File: config.mk
export PLATFORM = sky130hd
export DESIGN_NAME = sd_multiblock_reader
export DESIGN_NICKNAME = d
export VERILOG_FILES = /design/src/rtl/sd_multiblock_reader.sv
export SDC_FILE = /design/constraint.sdc
export NUM_CORES = 2
export LEC_CHECK = 0
export CAP_MARGIN = 40
export CORE_MARGIN = 2
export CORE_UTILIZATION = 30
export DETAILED_ROUTE_END_ITERATION = 7
export GPL_TIMING_DRIVEN = 0
export PLACE_DENSITY = 0.52
export SYNTH_ARGS = -nofsm -noshare
export SYNTH_HDL_FRONTEND = slang
export SYNTH_SLANG_ARGS = --single-unit
export TNS_END_PERCENT = 20
File: constraint.sdc
create_clock -name CLK -period 9.5 [get_ports CLK]
set_input_delay 1.9 -clock CLK [delete_from_list [all_inputs] [get_ports CLK]]
set_output_delay 1.9 -clock CLK [all_outputs]
set_load 0.02 [all_outputs]
File: src/rtl/sd_multiblock_reader.sv
// sd_multiblock_reader: issues consecutive single-block reads to the SD
// controller, packs the returned nibble stream into DATA_W-bit words and
// buffers them in a first-word-fall-through FIFO with a valid/ready output.
module sd_multiblock_reader #(
  parameter int DATA_W     = 32,
  parameter int FIFO_DEPTH = 128,
  parameter int CNT_W      = 16,
  parameter int TIMEOUT_W  = 20
) (
  input  logic              CLK,
  input  logic              a_RST_N,
  input  logic              i_START,
  input  logic [23:0]       i_START_ADDR,
  input  logic [CNT_W-1:0]  i_BLOCK_COUNT,
  input  logic              i_ABORT,
  output logic              o_BUSY,
  output logic              o_DONE,
  output logic              o_ERROR,
  output logic [3:0]        o_ERROR_CODE,
  output logic [CNT_W-1:0]  o_BLOCKS_DONE,
  input  logic              i_SD_READY_FOR_READ,
  input  logic              i_SD_RESTARTING,
  input  logic              i_SD_FATAL_ERROR,
  input  logic [2:0]        i_SD_ERROR_CODE,
  output logic              o_SD_READ_REQUEST,
  output logic [23:0]       o_SD_BLOCK_ADDR,
  input  logic [3:0]        i_SD_DATA,
  input  logic              i_SD_DATA_VALID,
  input  logic              i_SD_LAST_NIBBLE,
  output logic [DATA_W-1:0] o_WORD,
  output logic              o_WORD_VALID,
  input  logic              i_WORD_READY
);

  localparam int WPB = 4096 / DATA_W;
  localparam int NPW = DATA_W / 4;
  localparam int AW  = $clog2(FIFO_DEPTH);
  localparam int PCW = (NPW > 1) ? $clog2(NPW) : 1;

  localparam logic [10:0]          LAST_NIB   = 11'd1023;
  localparam logic [TIMEOUT_W-1:0] TIMER_FIRE = {{(TIMEOUT_W-1){1'b1}}, 1'b0};
  localparam logic [AW:0]          DEPTH_C    = (AW+1)'(FIFO_DEPTH);
  localparam logic [AW:0]          WPB_C      = (AW+1)'(WPB);
  localparam logic [PCW-1:0]       PACK_LAST  = PCW'(NPW - 1);

  typedef enum logic [2:0] {S_IDLE, S_ISSUE, S_RECV, S_DONE, S_ERR} state_t;

  state_t               state_q, state_d;
  logic [23:0]          addr_q, addr_d;
  logic [CNT_W-1:0]     count_q, count_d;
  logic [CNT_W-1:0]     blocks_q, blocks_d;
  logic                 error_q, error_d;
  logic [3:0]           code_q, code_d;
  logic [3:0]           pend_q, pend_d;
  logic [10:0]          nib_q, nib_d;
  logic [DATA_W-1:0]    pack_q, pack_d;
  logic [PCW-1:0]       pcnt_q, pcnt_d;
  logic [TIMEOUT_W-1:0] timer_q, timer_d;

  logic [DATA_W-1:0]    mem_q [FIFO_DEPTH];
  logic [AW-1:0]        wr_q, rd_q;
  logic [AW:0]          fifo_cnt_q;

  logic                 push, pop, flush, req;
  logic                 hard_err;
  logic [3:0]           hard_code;
  logic                 free_ok;
  logic [DATA_W-1:0]    pack_shift;

  // A new block may only be requested when the whole block fits in the FIFO.
  assign free_ok    = (DEPTH_C - fifo_cnt_q) >= WPB_C;
  assign pack_shift = (pack_q << 4) | DATA_W'(i_SD_DATA);
  assign pop        = o_WORD_VALID & i_WORD_READY;

  // Prioritised external error sources shared by ISSUE and RECV.
  always_comb begin
    hard_err  = 1'b1;
    hard_code = 4'hB;
    if (i_ABORT)               hard_code = 4'hB;
    else if (i_SD_FATAL_ERROR) hard_code = {1'b0, i_SD_ERROR_CODE};
    else if (i_SD_RESTARTING)  hard_code = 4'h8;
    else                       hard_err  = 1'b0;
  end

  // Next-state logic for the transfer sequencer, packer and watchdog.
  always_comb begin
    state_d  = state_q;
    addr_d   = addr_q;
    count_d  = count_q;
    blocks_d = blocks_q;
    error_d  = error_q;
    code_d   = code_q;
    pend_d   = pend_q;
    nib_d    = nib_q;
    pack_d   = pack_q;
    pcnt_d   = pcnt_q;
    timer_d  = timer_q;
    push     = 1'b0;
    flush    = 1'b0;
    req      = 1'b0;
    unique case (state_q)
      S_IDLE, S_DONE: begin
        state_d = S_IDLE;
        if (i_START) begin
          addr_d   = i_START_ADDR;
          count_d  = i_BLOCK_COUNT;
          blocks_d = '0;
          error_d  = 1'b0;
          code_d   = 4'h0;
          state_d  = (i_BLOCK_COUNT == '0) ? S_DONE : S_ISSUE;
        end
      end
      S_ISSUE: begin
        if (hard_err) begin
          pend_d  = hard_code;
          state_d = S_ERR;
        end else if (i_SD_READY_FOR_READ && free_ok) begin
          req     = 1'b1;
          nib_d   = '0;
          timer_d = '0;
          state_d = S_RECV;
        end
      end
      S_RECV: begin
        if (hard_err) begin
          pend_d  = hard_code;
          state_d = S_ERR;
        end else if (i_SD_DATA_VALID && i_SD_LAST_NIBBLE && (nib_q != LAST_NIB)) begin
          pend_d  = 4'h9;
          state_d = S_ERR;
        end else if (i_SD_DATA_VALID) begin
          timer_d = '0;
          pack_d  = pack_shift;
          nib_d   = nib_q + 11'd1;
          if (pcnt_q == PACK_LAST) begin
            push   = 1'b1;
            pcnt_d = '0;
          end else begin
            pcnt_d = pcnt_q + PCW'(1);
          end
          if (i_SD_LAST_NIBBLE) begin
            nib_d    = '0;
            blocks_d = blocks_q + CNT_W'(1);
            addr_d   = addr_q + 24'd1;
            state_d  = ((blocks_q + CNT_W'(1)) == count_q) ? S_DONE : S_ISSUE;
          end
        end else if (timer_q == TIMER_FIRE) begin
          pend_d  = 4'hA;
          state_d = S_ERR;
        end else begin
          timer_d = timer_q + TIMEOUT_W'(1);
        end
      end
      S_ERR: begin
        error_d = 1'b1;
        code_d  = pend_q;
        flush   = 1'b1;
        pack_d  = '0;
        pcnt_d  = '0;
        nib_d   = '0;
        state_d = S_DONE;
      end
      default: state_d = S_IDLE;
    endcase
  end

  // Sequencer, packer and watchdog registers.
  always_ff @(posedge CLK or negedge a_RST_N) begin
    if (!a_RST_N) begin
      state_q  <= S_IDLE;
      addr_q   <= '0;
      count_q  <= '0;
      blocks_q <= '0;
      error_q  <= 1'b0;
      code_q   <= 4'h0;
      pend_q   <= 4'h0;
      nib_q    <= '0;
      pack_q   <= '0;
      pcnt_q   <= '0;
      timer_q  <= '0;
    end else begin
      state_q  <= state_d;
      addr_q   <= addr_d;
      count_q  <= count_d;
      blocks_q <= blocks_d;
      error_q  <= error_d;
      code_q   <= code_d;
      pend_q   <= pend_d;
      nib_q    <= nib_d;
      pack_q   <= pack_d;
      pcnt_q   <= pcnt_d;
      timer_q  <= timer_d;
    end
  end

  // FIFO pointers and occupancy; a flush on error discards everything buffered.
  always_ff @(posedge CLK or negedge a_RST_N) begin
    if (!a_RST_N) begin
      wr_q       <= '0;
      rd_q       <= '0;
      fifo_cnt_q <= '0;
    end else if (flush) begin
      wr_q       <= '0;
      rd_q       <= '0;
      fifo_cnt_q <= '0;
    end else begin
      if (push) wr_q <= wr_q + AW'(1);
      if (pop)  rd_q <= rd_q + AW'(1);
      unique case ({push, pop})
        2'b10:   fifo_cnt_q <= fifo_cnt_q + (AW+1)'(1);
        2'b01:   fifo_cnt_q <= fifo_cnt_q - (AW+1)'(1);
        default: fifo_cnt_q <= fifo_cnt_q;
      endcase
    end
  end

  // FIFO storage; contents are only meaningful below the occupancy count.
  always_ff @(posedge CLK) begin
    if (push) mem_q[wr_q] <= pack_shift;
  end

  assign o_BUSY            = (state_q == S_ISSUE) || (state_q == S_RECV) || (state_q == S_ERR);
  assign o_DONE            = (state_q == S_DONE);
  assign o_ERROR           = error_q;
  assign o_ERROR_CODE      = code_q;
  assign o_BLOCKS_DONE     = blocks_q;
  assign o_SD_READ_REQUEST = req;
  assign o_SD_BLOCK_ADDR   = addr_q;
  assign o_WORD_VALID      = (fifo_cnt_q != '0);
  assign o_WORD            = o_WORD_VALID ? mem_q[rd_q] : '0;

endmodule

# [After elaboration in Yosys (flattened, before gate mapping)]
# Memories as Yosys holds them, arrays and structs flattened.
# Index checks and enable logic that the tools add are counted.
[totals] ff_bits=152 ram_bits=4096 inputBits=57 output_inout_bits=81 elab_cells=157 n_memories=1
[classes] addsub=10 n_lt_le_gt_ge=1 n_eq_ne=24 n_mux=80 bitwise=2 n_reduce_logical=25
[memory_table] name="mem_q" words=128 width=32 rd=1 rd_ports_with_merged_regs=0 wr=1 line_no="60" source="logic [DATA_W-1:0] mem_q [FIFO_DEPTH];"
[op_table] cell="two-way mux 20 bit" count=6
[op_table] cell="two-way mux 24 bit" count=5
[op_table] cell="two-way mux 28 bit" count=3
[op_table] cell="two-way mux 16 bit" count=5
[op_table] cell="two-way mux 11 bit" count=6
[op_table] cell="case mux 28 bit (2 select lines)" count=1
[op_table] cell="case mux 24 bit (2 select lines)" count=1
[op_table] cell="case mux 20 bit (2 select lines)" count=1
[op_table] cell="two-way mux 3 bit" count=11
[op_table] cell="case mux 11 bit (3 select lines)" count=1
[op_table] cell="two-way mux 32 bit" count=1
[op_table] cell="two-way mux 4 bit" count=8
[op_table] cell="bitwise OR 32 x 4 -> 32 bit" count=1
[op_table] cell="case mux 16 bit (2 select lines)" count=1
[op_table] cell="two-way mux 7 bit" count=4
[op_table] cell="adder 24 x 1 -> 24 bit (second input constant)" count=1
[op_table] cell="adder 20 x 1 -> 20 bit (second input constant)" count=1
[op_table] cell="equality test 20 bit (second input constant)" count=1
[op_table] cell="AND reduction 6 bit" count=3
[op_table] cell="adder 16 x 1 -> 16 bit (second input constant)" count=1
[op_table] cell="equality test 16 bit" count=1
[op_table] cell="zero test 16 bit" count=1
[op_table] cell="inequality test 2 bit (second input constant)" count=8
[op_table] cell="case mux 4 bit (2 select lines)" count=2
[op_table] cell="34 further kinds" count=68

# [Longest topological paths before layout]
[logic_depth] depth_word=9 ltp_mapped=12 depth_no_buf=11

# [Worst setup path before layout]
# OpenSTA, ideal clock, no wires.
[synth_path] path_type="input to register" from="in i_SD_RESTARTING" to="mem mem_q[107][0] (enable)" setup_ps=421 arrival_ps=4729 required_time_ps=9079 path_slack_ps=4350 cell_stages=8 n_path_buf=2 path_cell_list="nor3_1 -> and3_1 -> clkbuf_1 -> nand3_1 -> nor2_1 -> nand3_1 -> clkbuf_1 -> nor2_1"
[synth_via] elab_chain_cells=7
[synth_lines] item="from (decl)" line_no="22" source="input logic i_SD_RESTARTING,"
[synth_lines] item="two-way mux 1 bit" line_no="81" source="else if (i_SD_RESTARTING) hard_code = 4'h8;"
[synth_lines] item="two-way mux 1 bit" line_no="80" source="else if (i_SD_FATAL_ERROR) hard_code = {1'b0, i_SD_ERROR_CODE};"
[synth_lines] item="two-way mux 1 bit" line_no="79" source="if (i_ABORT) hard_code = 4'hB;"
[synth_lines] item="two-way mux 1 bit" line_no="125" source="if (hard_err) begin"
[synth_lines] item="two-way mux 1 bit" line_no="101" source="unique case (state_q)"
[synth_lines] item="two-way mux 1 bit" line_no="219" source="if (push) mem_q[wr_q] <= pack_shift;"
[synth_lines] item="two-way mux 1 bit (not written as such)" line_no="219"
[synth_lines] item="to (decl)" line_no="60"
# No other way between the ends.

# [Final worst setup path]
[layout_path] from="reg rd_q[3]" to="out o_WORD[24]"
[layout_via] elab_chain_cells=2
[layout_lines] item="from (decl)" line_no="61" source="logic [AW-1:0] wr_q, rd_q;"
[layout_lines] item="from (signal assigned)" line_no="208" source="if (pop) rd_q <= rd_q + AW'(1);"
[layout_lines] item="memory read (128 x 32 bit)"
[layout_lines] item="two-way mux 32 bit" line_no="230" source="assign o_WORD = o_WORD_VALID ? mem_q[rd_q] : '0;"
[layout_lines] item="to (decl)" line_no="30" source="output logic [DATA_W-1:0] o_WORD,"
# No other way between the ends.

==> reports/results.txt <==
Most frequent cell after synthesis - edfxtp_1
Fillers - 49400
Initial Util - 30.1%
Leakage power total - 62.1 nW
Setup Skew - 82.4 ps
Iteration-0 DRC count of the detailed router - 20200
Pwr dens - 257 mW/mm²
Reg2Reg Setup Slack - 4170 ps
Complex-gate fraction of the synthesized area - 4.11%
Vias per cell - 5.95
DPL Wire Length - 502 mm
Die Height - 745 µm
Ys async rst share - 3.58%
TritonCTS Buffers - 441
Final hold violations - 0
PortBufs - 137
DRC Markers - 54
Crit share post-route - 94.9%
Final instance area - 0.201 mm²
Hold WS - 485 ps
Largest net degree at the start of global routing - 99
Max-Cap Viols - 0
CTS Root Cell - clkbuf_16
Share of cells above drive strength 1 - 28.1%
Hold Crit Class - reg -> reg
Max stage delay on crit path - 830 ps
Cts hold-fix bufs - 0
Cells after Synth - 7700
DRT Pass-1 Iters - 8
Routed WL - 708 mm
Post-synthesis mux area share - 14.8%
Met1 usage in global routing - 31.1%
Setup_tns - 0 ps
Rows - 272
Post-Syn Area - 0.165 mm²
Worst Path Buf+Inv - 6
Synth top area cells - edfxtp_1 75%, mux4_2 13%, dfrtp_1 2.3%, mux2i_1 1.7%, a22oi_1 0.85%
Slowest stage cell, crit path - clkbuf_2
Leading area contributor after synthesis - edfxtp_1
Status - finished with violations
YS warnings - 0
Total Power - 51.7 mW
Post-CTS Resized - 0
Most frequent cells after synthesis - 4096 x edfxtp_1, 934 x mux4_2, 274 x mux2i_1
CP Cell Sequence - nor2b_1, clkbuf_1, buf_2, clkbuf_2, buf_2, a22oi_1, a21oi_1, nor4_1, nor3_1, buf_4, clkdlybuf4s50_1
Register area share after synthesis - 77.0%
Max Slew Vio Count - 0
Layout net count - 8896
Core area - 0.548 mm²
Max Buffers Root-to-Sink - 4
GRT met3 Usage - 9.45%
CP arrival - 7110 ps
Number of synthesized flops with an enable pin - 4096
Via count of the first global-routing pass - 91100
Yosys top cell area share - 74.7%
Clock sinks - 4248
Setup crit end kind - output port
Worst-path maximum fanout - 10
Via count - 98200
Top-Level Pins - 138
Crit-path most repeated cell - buf_2
CP required - 7600 ps
Worst skew pair latency - 1100 ps
Die ar. - 0.555 mm²
CTS tree - yes
Avg WL per Cell - 42.9 µm
GRT Max-Usage Layer - met2
Adder-Cell Fraction of Synth Area - 0.0760%
Slew @ Worst Pin - 1200 ps
Worst Setup Path Type - reg -> out
Final worst slack - 485 ps
# setup viols final - 0
Crit path max-delay family - buffers and inverters
Dpl ws - 1850 ps
Failing checks - design-rule violations
Syn_area_per_cell - 21.4 µm²
Synth Area in XOR/XNOR - 0.202%
Post-CTS Repair Setup Buffers - 0
Htree depth - 5
Register bit total from synthesis - 4248
Dpl cell area - 0.186 mm²
Crit start category - register
First-pass GRT wire length - 906 mm
Dominant synthesized flop cell - edfxtp_1
Routability cong. - 0.908
Tot GR Track Use - 24.9%
Area growth, synth to finish - 22.0%
Synth unique cells - 90
Syn Nets - 7767
Die Wd - 745 µm
GR Overflow Total - 0
RSZ-0062 raised after global routing - no
Simple-gate share of the synthesized area - 2.05%
Max VDD drop - 0.163 mV
Largest family of logic cells by synthesized area - multiplexers
FMAX - 111 MHz
Antenna-violating nets left - 0
Initial antenna violation count - 71
Met2 Use GR - 36.6%
Tmin final - 9010 ps
Slew headroom - 19.8%
Worst-path clk slew - 60 ps
==> cell usage in the layout (no fill, tap or decap), types with 48 or more instances in the layout <==
cell type | Yosys | layout
buf_2 | 93 | 124
clkinv_2 | 0 | 88
bufinv_16 | 0 | 52
edfxtp_1 | 4096 | 4096
buf_16 | 0 | 111
buf_12 | 10 | 250
buf_6 | 44 | 98
o21ai_0 | 160 | 160
a221oi_1 | 68 | 68
nor2_4 | 0 | 128
clkinv_1 | 3 | 119
a21oi_1 | 181 | 180
buf_8 | 35 | 107
diode_2 | 0 | 48
nor2_1 | 230 | 101
nand3_1 | 87 | 87
clkbuf_16 | 0 | 446
mux4_2 | 934 | 934
dfrtp_1 | 152 | 124
clkbuf_1 | 180 | 221
o22ai_1 | 63 | 61
clkdlybuf4s50_1 | 0 | 132
buf_4 | 46 | 97
a22o_1 | 71 | 71
mux2i_1 | 274 | 274
a22oi_1 | 187 | 187
nand2_1 | 190 | 190
==> sequential cells by signal (all words and copies together), names as in the netlist <==
register / flops
pend_q: 4
nib_q: 11
o_ERROR_CODE: 4
pcnt_q: 3
mem_q: 4096
rd_q: 7
state_q: 3
wr_q: 7
o_BLOCKS_DONE: 16
o_SD_BLOCK_ADDR: 24
fifo_cnt_q: 8
pack_q: 28
count_q: 16
o_ERROR: 1
timer_q: 20
==> per-stage QoR <==
step	utilization [%]	std cells
CTS	36.6	16400
detailed placement	33.9	15600
finish	36.7	16500
floorplan	-	7700
global route	36.7	16500
global placement	32.0	15100
==> cells by family (layout without fill, tap and decap cells) <==
logic type               after synthesis  after routing
AO/OA/AOI/OAI                        983            983
XOR/XNOR                              38             38
adder cells (fa/ha/maj)               10             10
buffers and inverters                471           1974
flip-flops                          4248           4248
multiplexers                        1234           1234
other                                  0             48
AND/OR/NAND/NOR                      716            716
==> worst reg2reg max path: stages (launching register included) <==
cell and delay (ps):
dfrtp_1 410, ha_1 210, nand3_1 280, o41ai_2 770, nand3_1 340, nor2_1 520
nand3b_1 640, clkbuf_1 450, buf_6 270, nor2_4 570, buf_12 300, buf_12 240
==> worst paths after layout <==
check                                         from                 endpoint  cells past startpoint
max                            rd_q[3]$_DFFE_PN0P_               o_WORD[24]                     11
min                        timer_q[18]$_DFFE_PN0P_  timer_q[18]$_DFFE_PN0P_                      1
max reg2reg                   nib_q[0]$_DFFE_PN0P_  mem_q[82][19]$_DFFE_PP_                     11
min reg2reg                timer_q[18]$_DFFE_PN0P_  timer_q[18]$_DFFE_PN0P_                      1
max in group asynchronous                  a_RST_N   pack_q[18]$_DFFE_PN0P_                      2
min in group asynchronous                  a_RST_N   count_q[0]$_DFFE_PN0P_                      1
==> final cells by class <==
| cell class | instances | area [µm²] | share of cell area [%] |
|---|---|---|---|
| Buffer | 448 | 2910 | 1.45 |
| Sequential cell | 4248 | 127000 | 63.2 |
| Multi-Input combinational cell | 2981 | 35900 | 17.9 |
| Antenna cell | 48 | 120 | 0.0598 |
| Tap cell | 7261 | 9080 | 4.52 |
| Inverter | 23 | 86.3 | 0.0430 |
| Timing Repair Buffer | 686 | 11400 | 5.66 |
| Clock buffer | 520 | 11500 | 5.72 |
| Clock inverter | 297 | 3030 | 1.51 |
==> metal layers <==
layer / up-vias / wire length (µm)
met5: - / 675
met3: 1961 / 101000
met2: 8714 / 305000
li1: 35000 / -
met1: 52500 / 249000
met4: 38 / 52800
==> power by group <==
group	switching, mW	internal (mW)
sequential	0.185	20.4
combinational	9.24	4.19
clock	7.59	10.1
(Power assumes the default switching activity.)
